===== config.mk =====
export PLATFORM = sky130hd
export DESIGN_NAME = alu_exec_unit_flat
export DESIGN_NICKNAME = d
export VERILOG_FILES = /design/src/rtl/alu_if.sv /design/src/rtl/alu_exec_unit.sv /design/src/flat_wrapper.sv
export SDC_FILE = /design/constraint.sdc
export NUM_CORES = 1
export LEC_CHECK = 0
export ABC_AREA = 1
export CAP_MARGIN = 20
export CORE_UTILIZATION = 60
export CTS_CLUSTER_DIAMETER = 60
export CTS_CLUSTER_SIZE = 30
export DETAILED_ROUTE_END_ITERATION = 10
export DONT_BUFFER_PORTS = 1
export HOLD_SLACK_MARGIN = 0.15
export PLACE_DENSITY_LB_ADDON = 0.25
export SETUP_SLACK_MARGIN = 0.3
export SYNTH_ARGS = -nofsm -noshare
export SYNTH_HDL_FRONTEND = slang
export SYNTH_SLANG_ARGS = --single-unit

===== constraint.sdc =====
create_clock -name clk -period 5.5 [get_ports clk]
set_input_delay 1.375 -clock clk [delete_from_list [all_inputs] [get_ports clk]]
set_output_delay 1.375 -clock clk [all_outputs]
set_load 0.02 [all_outputs]

===== src/rtl/alu_if.sv =====
// Request/response bundle between an issuing stage and alu_exec_unit.
interface alu_if #(parameter int WIDTH = 32);
    logic             start;
    logic [1:0]       alu_op;
    logic [5:0]       func;
    logic [WIDTH-1:0] a;
    logic [WIDTH-1:0] b;
    logic             busy;
    logic             done;
    logic [WIDTH-1:0] result;
    logic [WIDTH-1:0] hi;
    logic             zero;
    logic             overflow;
    logic             illegal;

    modport master (output start, alu_op, func, a, b,
                    input  busy, done, result, hi, zero, overflow, illegal);
    modport slave  (input  start, alu_op, func, a, b,
                    output busy, done, result, hi, zero, overflow, illegal);
endinterface


===== src/rtl/alu_exec_unit.sv =====
// Integer execute unit: single-cycle add/sub/logic/slt, optional multi-cycle
// shift-add multiplier built only when ALU_MUL_EN is defined.
module alu_exec_unit #(
    parameter int WIDTH = 32
) (
    input logic  clk,
    input logic  rst,
    alu_if.slave io
);
    localparam logic [1:0] S_IDLE = 2'd0;
    localparam logic [1:0] S_MUL  = 2'd1;
    localparam logic [1:0] S_DONE = 2'd2;

    localparam logic [2:0] K_ADD = 3'd0;
    localparam logic [2:0] K_SUB = 3'd1;
    localparam logic [2:0] K_AND = 3'd2;
    localparam logic [2:0] K_OR  = 3'd3;
    localparam logic [2:0] K_XOR = 3'd4;
    localparam logic [2:0] K_SLT = 3'd5;
    localparam logic [2:0] K_MUL = 3'd6;
    localparam logic [2:0] K_ILL = 3'd7;

`ifdef ALU_MUL_EN
    localparam bit MUL_EN = 1'b1;
`else
    localparam bit MUL_EN = 1'b0;
`endif

    logic [1:0]       state;
    logic [2:0]       kind;
    logic [WIDTH-1:0] b_eff, sum, alu_res;
    logic             alu_ovf;
    logic [WIDTH-1:0] result_q, hi_q;
    logic             zero_q, ovf_q, ill_q;

    // Full 011000 outranks the x000 add pattern; outside an R-type mult build it is illegal.
    always_comb begin
        kind = K_ILL;
        case (io.alu_op)
            2'b00: kind = K_ADD;
            2'b01: kind = K_SUB;
            default: begin
                if (io.func == 6'b011000)
                    kind = (io.alu_op == 2'b10 && MUL_EN) ? K_MUL : K_ILL;
                else begin
                    case (io.func[3:0])
                        4'b0000, 4'b1000: kind = K_ADD;
                        4'b0010:          kind = (io.alu_op == 2'b10) ? K_SUB : K_ILL;
                        4'b0100, 4'b1100: kind = K_AND;
                        4'b0101, 4'b1101: kind = K_OR;
                        4'b0110, 4'b1110: kind = K_XOR;
                        4'b1010:          kind = K_SLT;
                        default:          kind = K_ILL;
                    endcase
                end
            end
        endcase
    end

    always_comb begin
        b_eff   = (kind == K_SUB) ? ~io.b : io.b;
        sum     = io.a + b_eff + {{(WIDTH-1){1'b0}}, kind == K_SUB};
        alu_res = '0;
        alu_ovf = 1'b0;
        case (kind)
            K_ADD, K_SUB: begin
                alu_res = sum;
                alu_ovf = (io.a[WIDTH-1] == b_eff[WIDTH-1]) && (sum[WIDTH-1] != io.a[WIDTH-1]);
            end
            K_AND: alu_res = io.a & io.b;
            K_OR:  alu_res = io.a | io.b;
            K_XOR: alu_res = io.a ^ io.b;
            K_SLT: alu_res = {{(WIDTH-1){1'b0}}, $signed(io.a) < $signed(io.b)};
            default: ;
        endcase
    end

`ifdef ALU_MUL_EN
    localparam int CW = $clog2(WIDTH);
    logic [CW-1:0]      cnt;
    logic [WIDTH-1:0]   mcand;
    logic [2*WIDTH-1:0] prod, prod_nxt;
    logic [WIDTH:0]     psum;

    // prod = {partial high, remaining multiplier bits}; each step adds then shifts right.
    always_comb begin
        psum     = {1'b0, prod[2*WIDTH-1:WIDTH]} + (prod[0] ? {1'b0, mcand} : '0);
        prod_nxt = {psum, prod[WIDTH-1:1]};
    end
`endif

    always_ff @(posedge clk) begin
        if (rst) begin
            state    <= S_IDLE;
            result_q <= '0;
            hi_q     <= '0;
            zero_q   <= 1'b1;
            ovf_q    <= 1'b0;
            ill_q    <= 1'b0;
`ifdef ALU_MUL_EN
            cnt      <= '0;
            mcand    <= '0;
            prod     <= '0;
`endif
        end else begin
            case (state)
                S_IDLE, S_DONE: begin
                    if (!io.start)
                        state <= S_IDLE;
`ifdef ALU_MUL_EN
                    else if (kind == K_MUL) begin
                        state <= S_MUL;
                        mcand <= io.a;
                        prod  <= {{WIDTH{1'b0}}, io.b};
                        cnt   <= CW'(WIDTH-1);
                    end
`endif
                    else begin
                        state    <= S_DONE;
                        result_q <= alu_res;
                        zero_q   <= (alu_res == '0);
                        ovf_q    <= alu_ovf;
                        ill_q    <= (kind == K_ILL);
                    end
                end
`ifdef ALU_MUL_EN
                S_MUL: begin
                    prod <= prod_nxt;
                    cnt  <= cnt - 1'b1;
                    if (cnt == '0) begin
                        state    <= S_DONE;
                        result_q <= prod_nxt[WIDTH-1:0];
                        hi_q     <= prod_nxt[2*WIDTH-1:WIDTH];
                        zero_q   <= (prod_nxt[WIDTH-1:0] == '0);
                        ovf_q    <= 1'b0;
                        ill_q    <= 1'b0;
                    end
                end
`endif
                default: state <= S_IDLE;
            endcase
        end
    end

    assign io.busy     = (state == S_MUL);
    assign io.done     = (state == S_DONE);
    assign io.result   = result_q;
    assign io.hi       = hi_q;
    assign io.zero     = zero_q;
    assign io.overflow = ovf_q;
    assign io.illegal  = ill_q;
endmodule


===== src/flat_wrapper.sv =====
// flat-port wrapper written by rule: the top's interface ports become plain ports
module alu_exec_unit_flat 
#(
    parameter int WIDTH = 32
)
  (clk, rst, io_start, io_alu_op, io_func, io_a, io_b, io_busy, io_done, io_result, io_hi, io_zero, io_overflow, io_illegal);
  alu_if #(.WIDTH(WIDTH)) io_i ();
  input logic clk;
  input logic rst;
  input wire logic [$bits(io_i.start)-1:0] io_start;
  input wire logic [$bits(io_i.alu_op)-1:0] io_alu_op;
  input wire logic [$bits(io_i.func)-1:0] io_func;
  input wire logic [$bits(io_i.a)-1:0] io_a;
  input wire logic [$bits(io_i.b)-1:0] io_b;
  output wire logic [$bits(io_i.busy)-1:0] io_busy;
  output wire logic [$bits(io_i.done)-1:0] io_done;
  output wire logic [$bits(io_i.result)-1:0] io_result;
  output wire logic [$bits(io_i.hi)-1:0] io_hi;
  output wire logic [$bits(io_i.zero)-1:0] io_zero;
  output wire logic [$bits(io_i.overflow)-1:0] io_overflow;
  output wire logic [$bits(io_i.illegal)-1:0] io_illegal;
  assign io_i.start = io_start;
  assign io_i.alu_op = io_alu_op;
  assign io_i.func = io_func;
  assign io_i.a = io_a;
  assign io_i.b = io_b;
  assign io_busy = io_i.busy;
  assign io_done = io_i.done;
  assign io_result = io_i.result;
  assign io_hi = io_i.hi;
  assign io_zero = io_i.zero;
  assign io_overflow = io_i.overflow;
  assign io_illegal = io_i.illegal;
  alu_exec_unit #(.WIDTH(WIDTH)) u_core (.clk(clk), .rst(rst), .io(io_i));
endmodule

* Word-level counts from Yosys, hierarchy flattened
Index checks and enable logic that the tools add are counted. Widths: inputs -> output; s select.
Cells by class: muxes and demuxes 8, bitwise gates (word level) 5, reductions and logical operators 14, add/subtract/negate cells 2, equality and inequality tests 22, $lt $le $gt $ge 1
Operators by type and width (count):
- $pmux 32 s5 | 1
- $add 32x1->32 | 1
- $add 32x32->32 | 1
- $and 32x32->32 | 1
- $logic_not 32->1 | 1
- $lt 32x32->1 | 1
- $mux 32 | 1
- $not 32->32 | 1
- $or 32x32->32 | 1
- $xor 32x32->32 | 1
- $eq 4x4->1 const B | 5
- $pmux 3 s6 | 1
- $reduce_or 2->1 | 7
- $eq 4x3->1 const B | 3
- $eq 3x3->1 const B | 3
- $eq 3x2->1 const B | 2
- $eq 6x5->1 const B | 1
- $mux 3 | 2
- $pmux 3 s2 | 1
- $eq 2x1->1 const B | 2
- $eq 2x2->1 const B | 2
- $eq 4x2->1 const B | 1
- $logic_not 2->1 | 2
- $logic_not 4->1 | 1
- 9 further kinds | 9
Storage, ports and cells: input port bits 75, logic and storage cells 57, bits in registers 37

* Logic depth before layout (Yosys ltp)
depth after elaboration 12, depth in mapped cells 31, depth with buffers taken out 30

* Worst setup path before layout
OpenSTA, ideal clock, no wires.
path type input port to flip-flop, start point input io_alu_op[1], end point register u_core.zero_q, in the netlist u_core.io.zero, data required time 5.442 ns, setup slack 0.849 ns, library setup time 0.058 ns, stages on the path 26, path buffers 2, arrival 4.593 ns, path through buf_4 > nand2_2 > nand3_2 > nand3_2 > nand2_4 > nand3_4 > buf_1 > xor2_1 > inv_1 > ha_1 > nand2_1 > inv_1 > a21oi_1 > nand3_1 > nand2_1 > nand2_1 > or2_2 > a21oi_1 > nand3_1 > nor2_1 > nand3_1 > nor2_1 > nand3_1 > nor2_1 > nand2_1 > nand2_1
Between the ends: cells in the longest elaborated chain, start to end 11, elaborated cells between the ends (all ways) 19, those cells by class add/sub (2); eq/ne (7); mux (6); reduce/logical (4)
Ends and longest elaborated chain:
- start: declaration | RTL line flat_wrapper.sv:11 | input wire logic [$bits(io_i.alu_op)-1:0] io_alu_op;
- $eq 2x2->1
- $mux 3 | RTL line alu_exec_unit.sv:48 | 4'b0010: kind = (io.alu_op == 2'b10) ? K_SUB : K_ILL;
- $pmux 3 s6 | RTL line alu_exec_unit.sv:46 | case (io.func[3:0])
- $mux 3 | RTL line alu_exec_unit.sv:43 | if (io.func == 6'b011000)
- $pmux 3 s2 * | RTL line alu_exec_unit.sv:39 | case (io.alu_op)
- $eq 3x1->1 | RTL line alu_exec_unit.sv:61, alu_exec_unit.sv:62, alu_exec_unit.sv:65
- $mux 32 | RTL line alu_exec_unit.sv:61 | b_eff = (kind == K_SUB) ? ~io.b : io.b;
- $add 32x32->32 | RTL line alu_exec_unit.sv:62 | sum = io.a + b_eff + {{(WIDTH-1){1'b0}}, kind == K_SUB};
- $add 32x1->32 | RTL line alu_exec_unit.sv:62
- $pmux 32 s5 * | RTL line alu_exec_unit.sv:65 | case (kind)
- $logic_not 32->1 * | RTL line alu_exec_unit.sv:121 | zero_q <= (alu_res == '0);
- end signal: assignment | RTL line alu_exec_unit.sv:121
- end: declaration | RTL line alu_exec_unit.sv:34 | logic zero_q, ovf_q, ill_q;
Mark *: on every way between the ends. The rest lies on a longest branch, timed or not. A chain may end at the register's enable or synchronous reset.

* Final worst setup path
start point input io_func[3], end point register u_core.zero_q, in the netlist u_core.io.zero
Between the ends: cells in the longest elaborated chain, start to end 11, elaborated cells between the ends (all ways) 30, those cells by class add/sub (2); eq/ne (15); mux (5); reduce/logical (8)
Ends and longest elaborated chain:
- start: declaration | RTL line flat_wrapper.sv:12 | input wire logic [$bits(io_i.func)-1:0] io_func;
- $eq 4x3->1 (tied with other cells) | RTL line alu_exec_unit.sv:46
- $reduce_or 2->1 | RTL line alu_exec_unit.sv:46
- $pmux 3 s6 | RTL line alu_exec_unit.sv:46
- $mux 3 * | RTL line alu_exec_unit.sv:43
- $pmux 3 s2 * | RTL line alu_exec_unit.sv:39
- $eq 3x1->1 | RTL line alu_exec_unit.sv:61, alu_exec_unit.sv:62, alu_exec_unit.sv:65
- $mux 32 | RTL line alu_exec_unit.sv:61
- $add 32x32->32 | RTL line alu_exec_unit.sv:62
- $add 32x1->32 | RTL line alu_exec_unit.sv:62
- $pmux 32 s5 * | RTL line alu_exec_unit.sv:65
- $logic_not 32->1 * | RTL line alu_exec_unit.sv:121
Marks and branches as above.

==> run_results.csv <==
group,metric,value,unit
min_path,min_path_type,"reg2reg",
clocking,cts_root_buf,"clkbuf_8",
placed_design,place_inst,1192,
placed_design,io_buffers,0,
final_layout,final_cell_mix,"199 x inv_1, 192 x nand2_1, 129 x ha_1",
final_layout,diodes,0,
sta,hold_ws,554,ps
global_route,grt_use_total,0.323,
die,row_count,38,
sta,rsz0062_at_grt,"false",
global_route,gr-usage-met2,0.504,
global_route,grt_util_met1,0.438,
clocking,cts_buffer_depth,2,
power,power.total,1.37,mW
die,io_pins,144,
logic_synthesis,ys_warn_count,0,
die,die_x,108,um
global_route,antenna_found_initial,0,
global_route,overflow,0,
die,die_h,108,um
critical_path,crit_top_cell,"nand2_1",
die,initial_core_util,0.620,
logic_synthesis,synth_area_leaders,"ha_1 24%, inv_1 11%, dfxtp_1 11%",
routing,antenna_left,0,
routing,firstDrtPassIters,6,
critical_path,crit_family,"simple AND/OR/NAND/NOR gates",
final_layout,finalNonFillerCells,1200,
critical_path,critical_path_buf_inv_count,3,
final_layout,num-fill-cells,1093,
die,die_area,11700,um2
placed_design,gp_congestion,1.01,
placed_design,dpl_worst_slack,358,ps
logic_synthesis,ys_types,44,
critical_path,max_stage_delay,450,ps
global_route,busiest_layer,"met2",
run_status,outcome,"complete, no violations",
power,powerDensity,200,nW/um2
final_layout,drive_gt1_frac,0.0396,
routing,drt-total-wl,18800,um
clocking,hold_buffers,0,
sta,setup_viol,0,
die,core-area,10900,um2
critical_path,critical_path.startpoint_type,"input pin",
routing,num_vias,6772,
clocking,clk_pin_slew,60,ps
logic_synthesis,ys_ff_latch,36,
routing,drt-initial-drc-count,674,
routing,routed_via_density,5.64,
placed_design,place_hpwl,15500,um
sta,slew_headroom,0.484,
sta,final_hold_viol_count,0,
logic_synthesis,synth_cells,1068,
sta,fin_worst_skew,0,ps
logic_synthesis,yosysTopAreaCellShare,0.239,
logic_synthesis,synthFlopType,"dfxtp_1",
final_layout,fin_nets,1265,
final_layout,fin_util,0.628,
routing,drc,0,
power,vdd_drop_max,0.209,mV
final_layout,areaGrowthSynthToFinish,1.33,%
logic_synthesis,synth-async-reset-ratio,0,
critical_path,critPathMaxFanout,13,
clocking,insertion_delay,280,ps
sta,fmax,209,MHz
final_layout,multi_input_area,5040,um2
critical_path,required,5730,ps
final_layout,design_area,6840,um2
clocking,cts_tree,"done",
sta,period_share,0.868,
routing,wl_per_cell,15.7,um
sta,tns,0,ps
placed_design,dpl-instance-area,6730,um2
final_layout,final_common_cell,"inv_1",
logic_synthesis,synth_edf_count,0,
clocking,cts_sinks,36,
final_layout,register_area,721,um2
sta,fin_crit,4780,ps
global_route,grt_pass1_wl,29800,um
logic_synthesis,seq_area_frac_synth,0.107,
critical_path,slowest_stage,"fa_1",
logic_synthesis,synth_top_area_cell,"ha_1",
power,p_leak,3.81,nW
logic_synthesis,synth_area_per_cell,6.32,um2
sta,final_max_slew_viol_count,0,
global_route,grt_max_degree,30,
global_route,grt_pass1_vias,6204,
logic_synthesis,synthesis.area,6750,um2
global_route,use_met3,0.0717,
critical_path,crit_type,"in2reg",
clocking,numCtsBuffers,5,
clocking,h-tree-depth,2,
sta,setup_ws,724,ps
critical_path,end_kind,"register",
sta,worst_pin_slew,771,ps
critical_path,crit_arrival,5000,ps
job,drv_cap,0,
-- registers in the layout, summed over array words and instances, names as in the netlist --
signal	cells
u_core.io.illegal	1
u_core.io.result	32
u_core.io.overflow	1
u_core.state	1
u_core.io.zero	1
-- per-layer routing --
layer	routed length [um]	up-vias	share of wire
met5	0	-	0
met4	663	0	0.035
met3	2120	56	0.11
met2	7690	359	0.41
met1	8380	2991	0.44
li1	-	3366	-
-- repair_timing --
action / 4_1_cts / 5_1_grt
resized for setup: 0 / 1
endpoints found under the setup margin: 0 / 1
setup buffers: 0 / 0
-- kinds of logic (layout without fill, tap and decap cells) --
| group | after synthesis | count (layout) | share of synthesized area |
|---|---|---|---|
| DFF | 36 | 36 | 0.107 |
| AOI/OAI and AO/OA | 180 | 180 | 0.156 |
| adders and majority gates | 130 | 130 | 0.242 |
| other | 1 | 33 | 0.000555 |
| and+or+nand+nor | 429 | 430 | 0.283 |
| buffers and inverters | 257 | 216 | 0.166 |
| xor gates and xnor gates | 35 | 35 | 0.0454 |
-- synth_stat cells (all sizes together), types with 3 or more instances --
| cell type | instances |
|---|---|
| a221oi | 8 |
| o21a | 4 |
| ha | 129 |
| nand2 | 200 |
| nand3b | 7 |
| nor3 | 12 |
| xor2 | 33 |
| o21bai | 4 |
| a21oi | 69 |
| inv | 201 |
| a22o | 3 |
| buf | 45 |
| a31oi | 10 |
| nor2 | 107 |
| o21ai | 52 |
| nand4 | 16 |
| o22ai | 6 |
| or2 | 5 |
| o211ai | 10 |
| nand3 | 77 |
| o221ai | 4 |
| clkbuf | 9 |
| nor4 | 4 |
| dfxtp | 36 |
-- worst reg2reg max path, stage by stage, from the launching register on --
cell and delay, ps:
dfxtp_1 480, o21ai_0 150, a31oi_1 150
-- power by group --
part           internal, mW  switching, mW  leakage (nW)  total [mW]
clock network         0.111         0.0856        0.0503       0.197
logic                 0.274          0.554          3.46       0.829
registers             0.289         0.0541         0.297       0.343
-- worst paths after layout --
| kind | start | end | slack [ps] | cells after the start |
|---|---|---|---|---|
| worst max-delay path | io_func[3] | u_core.io.zero | 720 | 26 |
| worst min-delay path | u_core.io.overflow | u_core.io.overflow | 550 | 2 |
| worst max register to register | u_core.io.result[15] | u_core.io.result[15] | 4640 | 2 |
| worst min register to register | u_core.io.overflow | u_core.io.overflow | 550 | 2 |
-- cell type report --
type | instances | share of cell area
clock buffers | 7 | 0.0141
repair buffers | 6 | 0.00658
inverters | 203 | 0.111
flip-flops and latches | 36 | 0.105
multi-input cells | 808 | 0.737
well taps | 140 | 0.0256
Note: power is estimated with default switching activity, not from simulation.
